File: src/rtl/timer_reg_bank_pkg.sv
// timer_reg_bank_pkg
//   Shared definitions for the timer register bank: the register map, the
//   channel window layout, the divisor limit, reset constants and the decode
//   types used by timer_reg_bank and timer_cmp_ch.
package timer_reg_bank_pkg;

   // Global register offsets (byte addresses)
   localparam logic [11:0] OFF_TCR  = 12'h000;
   localparam logic [11:0] OFF_TDR0 = 12'h004;
   localparam logic [11:0] OFF_TDR1 = 12'h008;
   localparam logic [11:0] OFF_TIER = 12'h014;
   localparam logic [11:0] OFF_TISR = 12'h018;

   // Channel c occupies CH_BASE + c * 2**CH_STRIDE_LG2 (stride 0x10)
   localparam logic [11:0] CH_BASE       = 12'h020;
   localparam int unsigned CH_STRIDE_LG2 = 4;

   // Divisor select: legal range 0..DIV_MAX
   localparam logic [3:0] DIV_MAX = 4'd8;

   // Reset constants
   localparam logic [3:0] DIV_RST   = 4'd1;
   localparam logic       TIER_RST  = 1'b0;
   localparam logic [1:0] CCTRL_RST = 2'b00;

   typedef enum logic [2:0] {
      SEL_NONE = 3'd0,
      SEL_TCR  = 3'd1,
      SEL_TDR0 = 3'd2,
      SEL_TDR1 = 3'd3,
      SEL_TIER = 3'd4,
      SEL_TISR = 3'd5,
      SEL_CH   = 3'd6
   } reg_sel_e;

   // Word inside one channel window
   typedef enum logic [1:0] {
      SUB_CMP_LO = 2'd0,
      SUB_CMP_HI = 2'd1,
      SUB_CCTRL  = 2'd2,
      SUB_CSTAT  = 2'd3
   } ch_sub_e;

   function automatic logic div_val_legal(input logic [3:0] v);
      return (v <= DIV_MAX);
   endfunction

endpackage

File: src/rtl/timer_cmp_ch.sv
// timer_cmp_ch
//   One compare channel: holds CMP (CNT_W bits, written as two 32-bit halves),
//   CCTRL {auto_clr, int_en} and the CSTAT match flag.
//   Ports: clk/rst (sync active-high), count (live counter), wr_en/sub/wdata
//   (write into this channel's window), match (count == CMP, combinational),
//   cstat (match flag), int_pend (flag & int_en), clr_req (match edge with
//   auto_clr set), rword (read data of the word selected by sub).
module timer_cmp_ch
   import timer_reg_bank_pkg::*;
#(
   parameter int CNT_W = 64
) (
   input  logic             clk,
   input  logic             rst,
   input  logic [CNT_W-1:0] count,
   input  logic             wr_en,
   input  ch_sub_e          sub,
   input  logic [31:0]      wdata,
   output logic             match,
   output logic             cstat,
   output logic             int_pend,
   output logic             clr_req,
   output logic [31:0]      rword
);

   logic [CNT_W-1:0] cmp_q, cmp_d;
   logic [1:0]       cctrl_q, cctrl_d;
   logic             cstat_q, cstat_d;
   logic             match_dly_q, match_dly_d;
   logic             match_event;

   // Compare, rising-edge detect and next-state of the channel registers
   always_comb begin
      cmp_d       = cmp_q;
      cctrl_d     = cctrl_q;
      cstat_d     = cstat_q;
      match       = (count == cmp_q);
      match_dly_d = match;
      match_event = match & ~match_dly_q;

      if (wr_en && (sub == SUB_CMP_LO)) begin
         cmp_d[31:0] = wdata;
      end else if (wr_en && (sub == SUB_CMP_HI)) begin
         cmp_d[CNT_W-1:32] = wdata[CNT_W-33:0];
      end else begin
         cmp_d = cmp_q;
      end

      if (wr_en && (sub == SUB_CCTRL)) begin
         cctrl_d = wdata[1:0];
      end else begin
         cctrl_d = cctrl_q;
      end

      // A new match edge wins over a W1C landing in the same cycle
      if (match_event) begin
         cstat_d = 1'b1;
      end else if (wr_en && (sub == SUB_CSTAT) && wdata[0]) begin
         cstat_d = 1'b0;
      end else begin
         cstat_d = cstat_q;
      end
   end

   // Read word for the selected offset inside the channel window
   always_comb begin
      rword = 32'd0;
      case (sub)
         SUB_CMP_LO: rword = cmp_q[31:0];
         SUB_CMP_HI: rword = 32'(cmp_q[CNT_W-1:32]);
         SUB_CCTRL:  rword = {30'd0, cctrl_q};
         SUB_CSTAT:  rword = {31'd0, cstat_q};
         default:    rword = 32'd0;
      endcase
   end

   // Channel state registers
   always_ff @(posedge clk) begin
      if (rst) begin
         cmp_q       <= {CNT_W{1'b1}};
         cctrl_q     <= CCTRL_RST;
         cstat_q     <= 1'b0;
         match_dly_q <= 1'b0;
      end else begin
         cmp_q       <= cmp_d;
         cctrl_q     <= cctrl_d;
         cstat_q     <= cstat_d;
         match_dly_q <= match_dly_d;
      end
   end

   assign cstat    = cstat_q;
   assign int_pend = cstat_q & cctrl_q[0];
   assign clr_req  = match_event & cctrl_q[1];

endmodule

File: src/rtl/timer_reg_bank.sv
// timer_reg_bank
//   Register bank for a free-running timer with NUM_CH compare channels.
//   Ports: sys_clk/sys_rst (sync active-high); w_en/r_en/addr/wdata (register
//   access); count (live counter from the timer core); rdata/rvalid (read data
//   one cycle after r_en); err (unmapped-access pulse); timer_en/div_en/
//   count_clr/div_val (timer control); cnt_ld_lo/cnt_ld_hi/cnt_ld_data (counter
//   load pulses); match (per-channel compare); irq (combined interrupt).
module timer_reg_bank
   import timer_reg_bank_pkg::*;
#(
   parameter int NUM_CH = 2,
   parameter int CNT_W  = 64
) (
   input  logic              sys_clk,
   input  logic              sys_rst,
   input  logic              w_en,
   input  logic              r_en,
   input  logic [11:0]       addr,
   input  logic [31:0]       wdata,
   input  logic [CNT_W-1:0]  count,
   output logic [31:0]       rdata,
   output logic              rvalid,
   output logic              err,
   output logic              timer_en,
   output logic              div_en,
   output logic              count_clr,
   output logic [3:0]        div_val,
   output logic              cnt_ld_lo,
   output logic              cnt_ld_hi,
   output logic [31:0]       cnt_ld_data,
   output logic [NUM_CH-1:0] match,
   output logic              irq
);

   // Only channel 0 may restart the counter on a match
   localparam logic [NUM_CH-1:0] AUTO_CLR_MASK = NUM_CH'(1);

   reg_sel_e    sel;
   ch_sub_e     sub;
   logic [1:0]  ch_idx;
   logic [11:0] ch_off, ch_num;
   logic [31:0] rd_word, ch_rd;

   logic [NUM_CH-1:0] ch_sel, ch_wr, ch_cstat, ch_pend, ch_clr_req;
   logic [31:0]       ch_rword [NUM_CH];

   logic        timer_en_q, timer_en_d, div_en_q, div_en_d, tcr_clr_q, tcr_clr_d;
   logic [3:0]  div_val_q, div_val_d;
   logic        tier_q, tier_d, irq_q, irq_d, auto_clr_q, auto_clr_d;
   logic [31:0] shadow_q, shadow_d, rdata_q, rdata_d, ld_data_q, ld_data_d;
   logic        rvalid_q, rvalid_d, err_q, err_d, ld_lo_q, ld_lo_d, ld_hi_q, ld_hi_d;

   assign ch_off = addr - CH_BASE;
   assign ch_num = ch_off >> CH_STRIDE_LG2;
   assign sub    = ch_sub_e'(ch_off[3:2]);

   // Address decode; unaligned or out-of-range channel addresses are unmapped
   always_comb begin
      sel    = SEL_NONE;
      ch_idx = 2'd0;
      if (addr[1:0] != 2'b00) begin
         sel = SEL_NONE;
      end else if ((addr >= CH_BASE) && (ch_num < 12'(NUM_CH))) begin
         sel    = SEL_CH;
         ch_idx = ch_num[1:0];
      end else begin
         case (addr)
            OFF_TCR:  sel = SEL_TCR;
            OFF_TDR0: sel = SEL_TDR0;
            OFF_TDR1: sel = SEL_TDR1;
            OFF_TIER: sel = SEL_TIER;
            OFF_TISR: sel = SEL_TISR;
            default:  sel = SEL_NONE;
         endcase
      end
   end

   for (genvar c = 0; c < NUM_CH; c++) begin : g_ch
      assign ch_sel[c] = (sel == SEL_CH) && (ch_idx == 2'(c));
      assign ch_wr[c]  = w_en & ch_sel[c];

      timer_cmp_ch #(.CNT_W(CNT_W)) u_ch (
         .clk      (sys_clk),
         .rst      (sys_rst),
         .count    (count),
         .wr_en    (ch_wr[c]),
         .sub      (sub),
         .wdata    (wdata),
         .match    (match[c]),
         .cstat    (ch_cstat[c]),
         .int_pend (ch_pend[c]),
         .clr_req  (ch_clr_req[c]),
         .rword    (ch_rword[c])
      );
   end

   // Read multiplexer over pre-write register state
   always_comb begin
      ch_rd = 32'd0;
      for (int c = 0; c < NUM_CH; c++) begin
         ch_rd = ch_rd | (ch_sel[c] ? ch_rword[c] : 32'd0);
      end
      rd_word = 32'd0;
      case (sel)
         SEL_TCR:  rd_word = {20'd0, div_val_q, 5'd0, tcr_clr_q, div_en_q, timer_en_q};
         SEL_TDR0: rd_word = count[31:0];
         SEL_TDR1: rd_word = shadow_q;
         SEL_TIER: rd_word = {31'd0, tier_q};
         SEL_TISR: rd_word = 32'(ch_cstat);
         SEL_CH:   rd_word = ch_rd;
         default:  rd_word = 32'd0;
      endcase
   end

   // Next-state for control, load pulses, read port, error and interrupt
   always_comb begin
      timer_en_d = timer_en_q;
      div_en_d   = div_en_q;
      tcr_clr_d  = tcr_clr_q;
      div_val_d  = div_val_q;
      if (w_en && (sel == SEL_TCR)) begin
         timer_en_d = wdata[0];
         div_en_d   = wdata[1];
         tcr_clr_d  = wdata[2];
         if (div_val_legal(wdata[11:8])) begin
            div_val_d = wdata[11:8];
         end else begin
            div_val_d = div_val_q;
         end
      end else begin
         div_val_d = div_val_q;
      end

      if (w_en && (sel == SEL_TIER)) begin
         tier_d = wdata[0];
      end else begin
         tier_d = tier_q;
      end

      ld_lo_d = w_en && (sel == SEL_TDR0);
      ld_hi_d = w_en && (sel == SEL_TDR1);
      if (ld_lo_d || ld_hi_d) begin
         ld_data_d = wdata;
      end else begin
         ld_data_d = ld_data_q;
      end

      if (r_en) begin
         rdata_d  = rd_word;
         rvalid_d = 1'b1;
      end else begin
         rdata_d  = rdata_q;
         rvalid_d = 1'b0;
      end

      // Upper counter half is frozen by a TDR0 read for a coherent TDR1 read
      if (r_en && (sel == SEL_TDR0)) begin
         shadow_d = 32'(count[CNT_W-1:32]);
      end else begin
         shadow_d = shadow_q;
      end

      err_d      = (w_en | r_en) & (sel == SEL_NONE);
      irq_d      = tier_q & (|ch_pend);
      auto_clr_d = |(ch_clr_req & AUTO_CLR_MASK);
   end

   // Bank registers
   always_ff @(posedge sys_clk) begin
      if (sys_rst) begin
         timer_en_q <= 1'b0;
         div_en_q   <= 1'b0;
         tcr_clr_q  <= 1'b0;
         div_val_q  <= DIV_RST;
         tier_q     <= TIER_RST;
         shadow_q   <= 32'd0;
         rdata_q    <= 32'd0;
         rvalid_q   <= 1'b0;
         err_q      <= 1'b0;
         irq_q      <= 1'b0;
         ld_lo_q    <= 1'b0;
         ld_hi_q    <= 1'b0;
         ld_data_q  <= 32'd0;
         auto_clr_q <= 1'b0;
      end else begin
         timer_en_q <= timer_en_d;
         div_en_q   <= div_en_d;
         tcr_clr_q  <= tcr_clr_d;
         div_val_q  <= div_val_d;
         tier_q     <= tier_d;
         shadow_q   <= shadow_d;
         rdata_q    <= rdata_d;
         rvalid_q   <= rvalid_d;
         err_q      <= err_d;
         irq_q      <= irq_d;
         ld_lo_q    <= ld_lo_d;
         ld_hi_q    <= ld_hi_d;
         ld_data_q  <= ld_data_d;
         auto_clr_q <= auto_clr_d;
      end
   end

   assign timer_en    = timer_en_q;
   assign div_en      = div_en_q;
   assign count_clr   = tcr_clr_q | auto_clr_q;
   assign div_val     = div_val_q;
   assign cnt_ld_lo   = ld_lo_q;
   assign cnt_ld_hi   = ld_hi_q;
   assign cnt_ld_data = ld_data_q;
   assign rdata       = rdata_q;
   assign rvalid      = rvalid_q;
   assign err         = err_q;
   assign irq         = irq_q;

endmodule

File: config.mk
export PLATFORM = sky130hd
export DESIGN_NAME = timer_reg_bank
export DESIGN_NICKNAME = d
export VERILOG_FILES = /design/src/rtl/timer_reg_bank_pkg.sv /design/src/rtl/timer_cmp_ch.sv /design/src/rtl/timer_reg_bank.sv
export SDC_FILE = /design/constraint.sdc
export NUM_CORES = 1
export LEC_CHECK = 0
export ABC_CLOCK_PERIOD_IN_PS = 4100
export CAP_MARGIN = 20
export CORE_MARGIN = 3
export CORE_UTILIZATION = 40
export CTS_CLUSTER_DIAMETER = 150
export DETAILED_ROUTE_END_ITERATION = 7
export SLEW_MARGIN = 20
export SYNTH_ARGS = -nofsm -noshare
export SYNTH_HDL_FRONTEND = slang
export SYNTH_HIERARCHICAL = 1
export SYNTH_SLANG_ARGS = --single-unit
File: constraint.sdc
create_clock -name sys_clk -period 4.1 [get_ports sys_clk]
set_input_delay 0.82 -clock sys_clk [delete_from_list [all_inputs] [get_ports sys_clk]]
set_output_delay 0.82 -clock sys_clk [all_outputs]
set_load 0.005 [all_outputs]
==> results.ini <==
[die]
io-pin-count = 190
row_count = 64
initial_utilization = 0.409
die_w_um = 184
dieArea_sq_mm = 0.0338
dieHeight_um = 184
coreArea_sq_mm = 0.0309

[synthesis]
syn_area_per_cell_sq_um = 8.74
synth_area_sq_mm = 0.0126
yosys_warnings = 6
syn-instance-count = 1447
synth_nets = 1560

[setup_path]
max_stage_delay_ps = 500
cp_cell_sequence = clkdlybuf4s50_1 -> buf_4 -> xnor2_1 -> nand4_1 -> nor4_1 -> nand4_1 -> buf_4 -> inv_1 -> clkdlybuf4s50_1
timing.critical_path.max_delay_family = buffers and inverters
worstSetupPathType = in2out
worst-endpoint-required_ps = 3280
path_buf_inv = 5
crit_path_dat_ps = 3200
critical_path.startpoint_type = primary input
cell_at_the_slowest_stage_of_the_critical_path = clkdlybuf4s50_1
endpoint_kind = output pin
timing.critical_path.fanout_max = 3

[grt]
grt_use_total = 0.265
grt_start_max_net_pins = 161
grt_overflow = 0
first_global_vias = 10774
antenna_found_initial = 1
wire_length_of_the_first_global_routing_pass_um = 68700

[clocking]
post_cts_hold_buffer_count = 0
clkLatencyLatePin_ps = 560
clockBufferDepth = 3
numClockSinks = 246
tritoncts = yes
postCtsSetupBuffers = 0
cts.clk_slew.worst_paths_ps = 60
cts_resized = 1
root_buffer = clkbuf_16
numCtsBuffers = 29
htreeDepth = 1

[power_and_ir_drop]
power_frac_seq = 0.433
pwr_density_cell_mw_per_mm2 = 347
p_leak_uw = 0.00579
netSwitchingPower_uw = 1360
share_clk_of_total_power = 0.474
switching_share = 0.246
p_int_uw = 4170
power.ir.vdd_worst_mv = 0.242
comb_power_share = 0.093

[route]
post_drt_via_cell_ratio = 5.63
detail_route.wirelength_um = 46200
drt_first_iter_violations = 1129
met3RoutedLength_um = 4000
dr.pass1.iters = 5
drc = 0
antenna_left = 0
vias = 11413
wl_met1_um = 21900
routed-wl-met2_um = 18900
routedWlPerCell_um = 22.8
route.top_layer_used = met5

[timing]
timing.clock.skew_ps = 25.4
slew_headroom = 0.307
setup-tns-final_ps = 0
hold-worst-slack_ps = 418
slew_viol_final = 0
timing.final.crit_share = 0.981
finalCriticalPeriod_ps = 4020
achievable-frequency_ghz = 0.249
final_setup_fails = 0
actual_transition_at_the_worst_max_transition_pin_ps = 1040
report.final.hold_viol_count = 0
rsz0062_at_grt = false

[cells_and_area]
fillCellCount = 2896
synthToLayoutAreaGrowth_pct = 26.1
antennaDiodeCount = 0
post_route_cells_drive_above_1_share = 0.0982
layoutNonFillerInstCount = 2026
finalInstanceArea_sq_mm = 0.0159
final_util = 0.516
mostFrequentLayoutCells = nand2_1 (280), dfxtp_1 (246), clkdlybuf4s50_1 (186)
layout.cells.most_common = nand2_1
finish.net_count = 1720

[place]
port_buffers = 189
gp_routability_congestion = 1.03
detailedPlacementHpwl_um = 32600
place_inst = 1972
dpl-instance-area_sq_mm = 0.0150

[flow_run]
cap_viol_max_count = 0

[min_path]
min-delay-path-class = reg2reg

[status]
run_status = completed

==> worst reg2reg max path: stages (launching register included) <==
cell and delay (ps):
dfxtp_1 330, xnor2_1 290, nand4_1 180, nor4_2 420, nand4_1 210, buf_4 200
buf_4 140, nor3b_1 150, nor2b_1 130
==> metrics by stage <==
step                      power, uW  worst slack, ps
after floorplan                2660              369
after global placement         2950            -11.2
after detailed placement       2950             9.64
after CTS                      5560              105
after global routing           5690             21.7
final                          5530             79.8
==> power groups by stage <==
| stage | logic [uW] | clock network (uW) | registers [uW] |
|---|---|---|---|
| 4_1_cts | 505 | 2670 | 2390 |
| 2_1_floorplan | 218 | 0 | 2450 |
| 3_3_place_gp | 503 | 0 | 2450 |
| 5_1_grt | 533 | 2760 | 2390 |
| 6_report | 512 | 2620 | 2390 |
| 3_5_place_dp | 503 | 0 | 2450 |
==> worst paths after layout <==
kind / slack [ps] / to / from / cells past startpoint
worst max-delay path: 80 / match[1] / count[49] / 9
worst min-delay path: 420 / g_ch[1].u_ch/cstat / g_ch[1].u_ch/match_dly_q / 1
worst max register to register: 2000 / auto_clr_q / g_ch[0].u_ch/cmp_q[9] / 8
worst min register to register: 420 / g_ch[1].u_ch/cstat / g_ch[1].u_ch/match_dly_q / 1
==> per-layer routing <==
metal,track usage,vias up
li1,-,5342
met1,0.406,5435
met2,0.376,545
met3,0.0463,89
met4,0.0826,2
met5,0,-
==> registers in the layout, summed over array words and instances, names as in the netlist, 2 cells and up <==
name	cells
cnt_ld_data	32
div_val	4
g_ch.u_ch/cctrl_q	4
g_ch.u_ch/cmp_q	128
g_ch.u_ch/cstat	2
g_ch.u_ch/match_dly_q	2
rdata	32
shadow_q	32
==> area by class of cell <==
class | instances | area, sq um | area share
Clock buffer | 38 | 800 | 0.0501
Inverter | 34 | 128 | 0.00800
Multi-Input combinational cell | 1060 | 7100 | 0.445
Timing Repair Buffer | 236 | 2340 | 0.147
Sequential cell | 246 | 4920 | 0.309
Tap cell | 396 | 495 | 0.0311
Clock inverter | 16 | 165 | 0.0104
(Power assumes the default switching activity.)
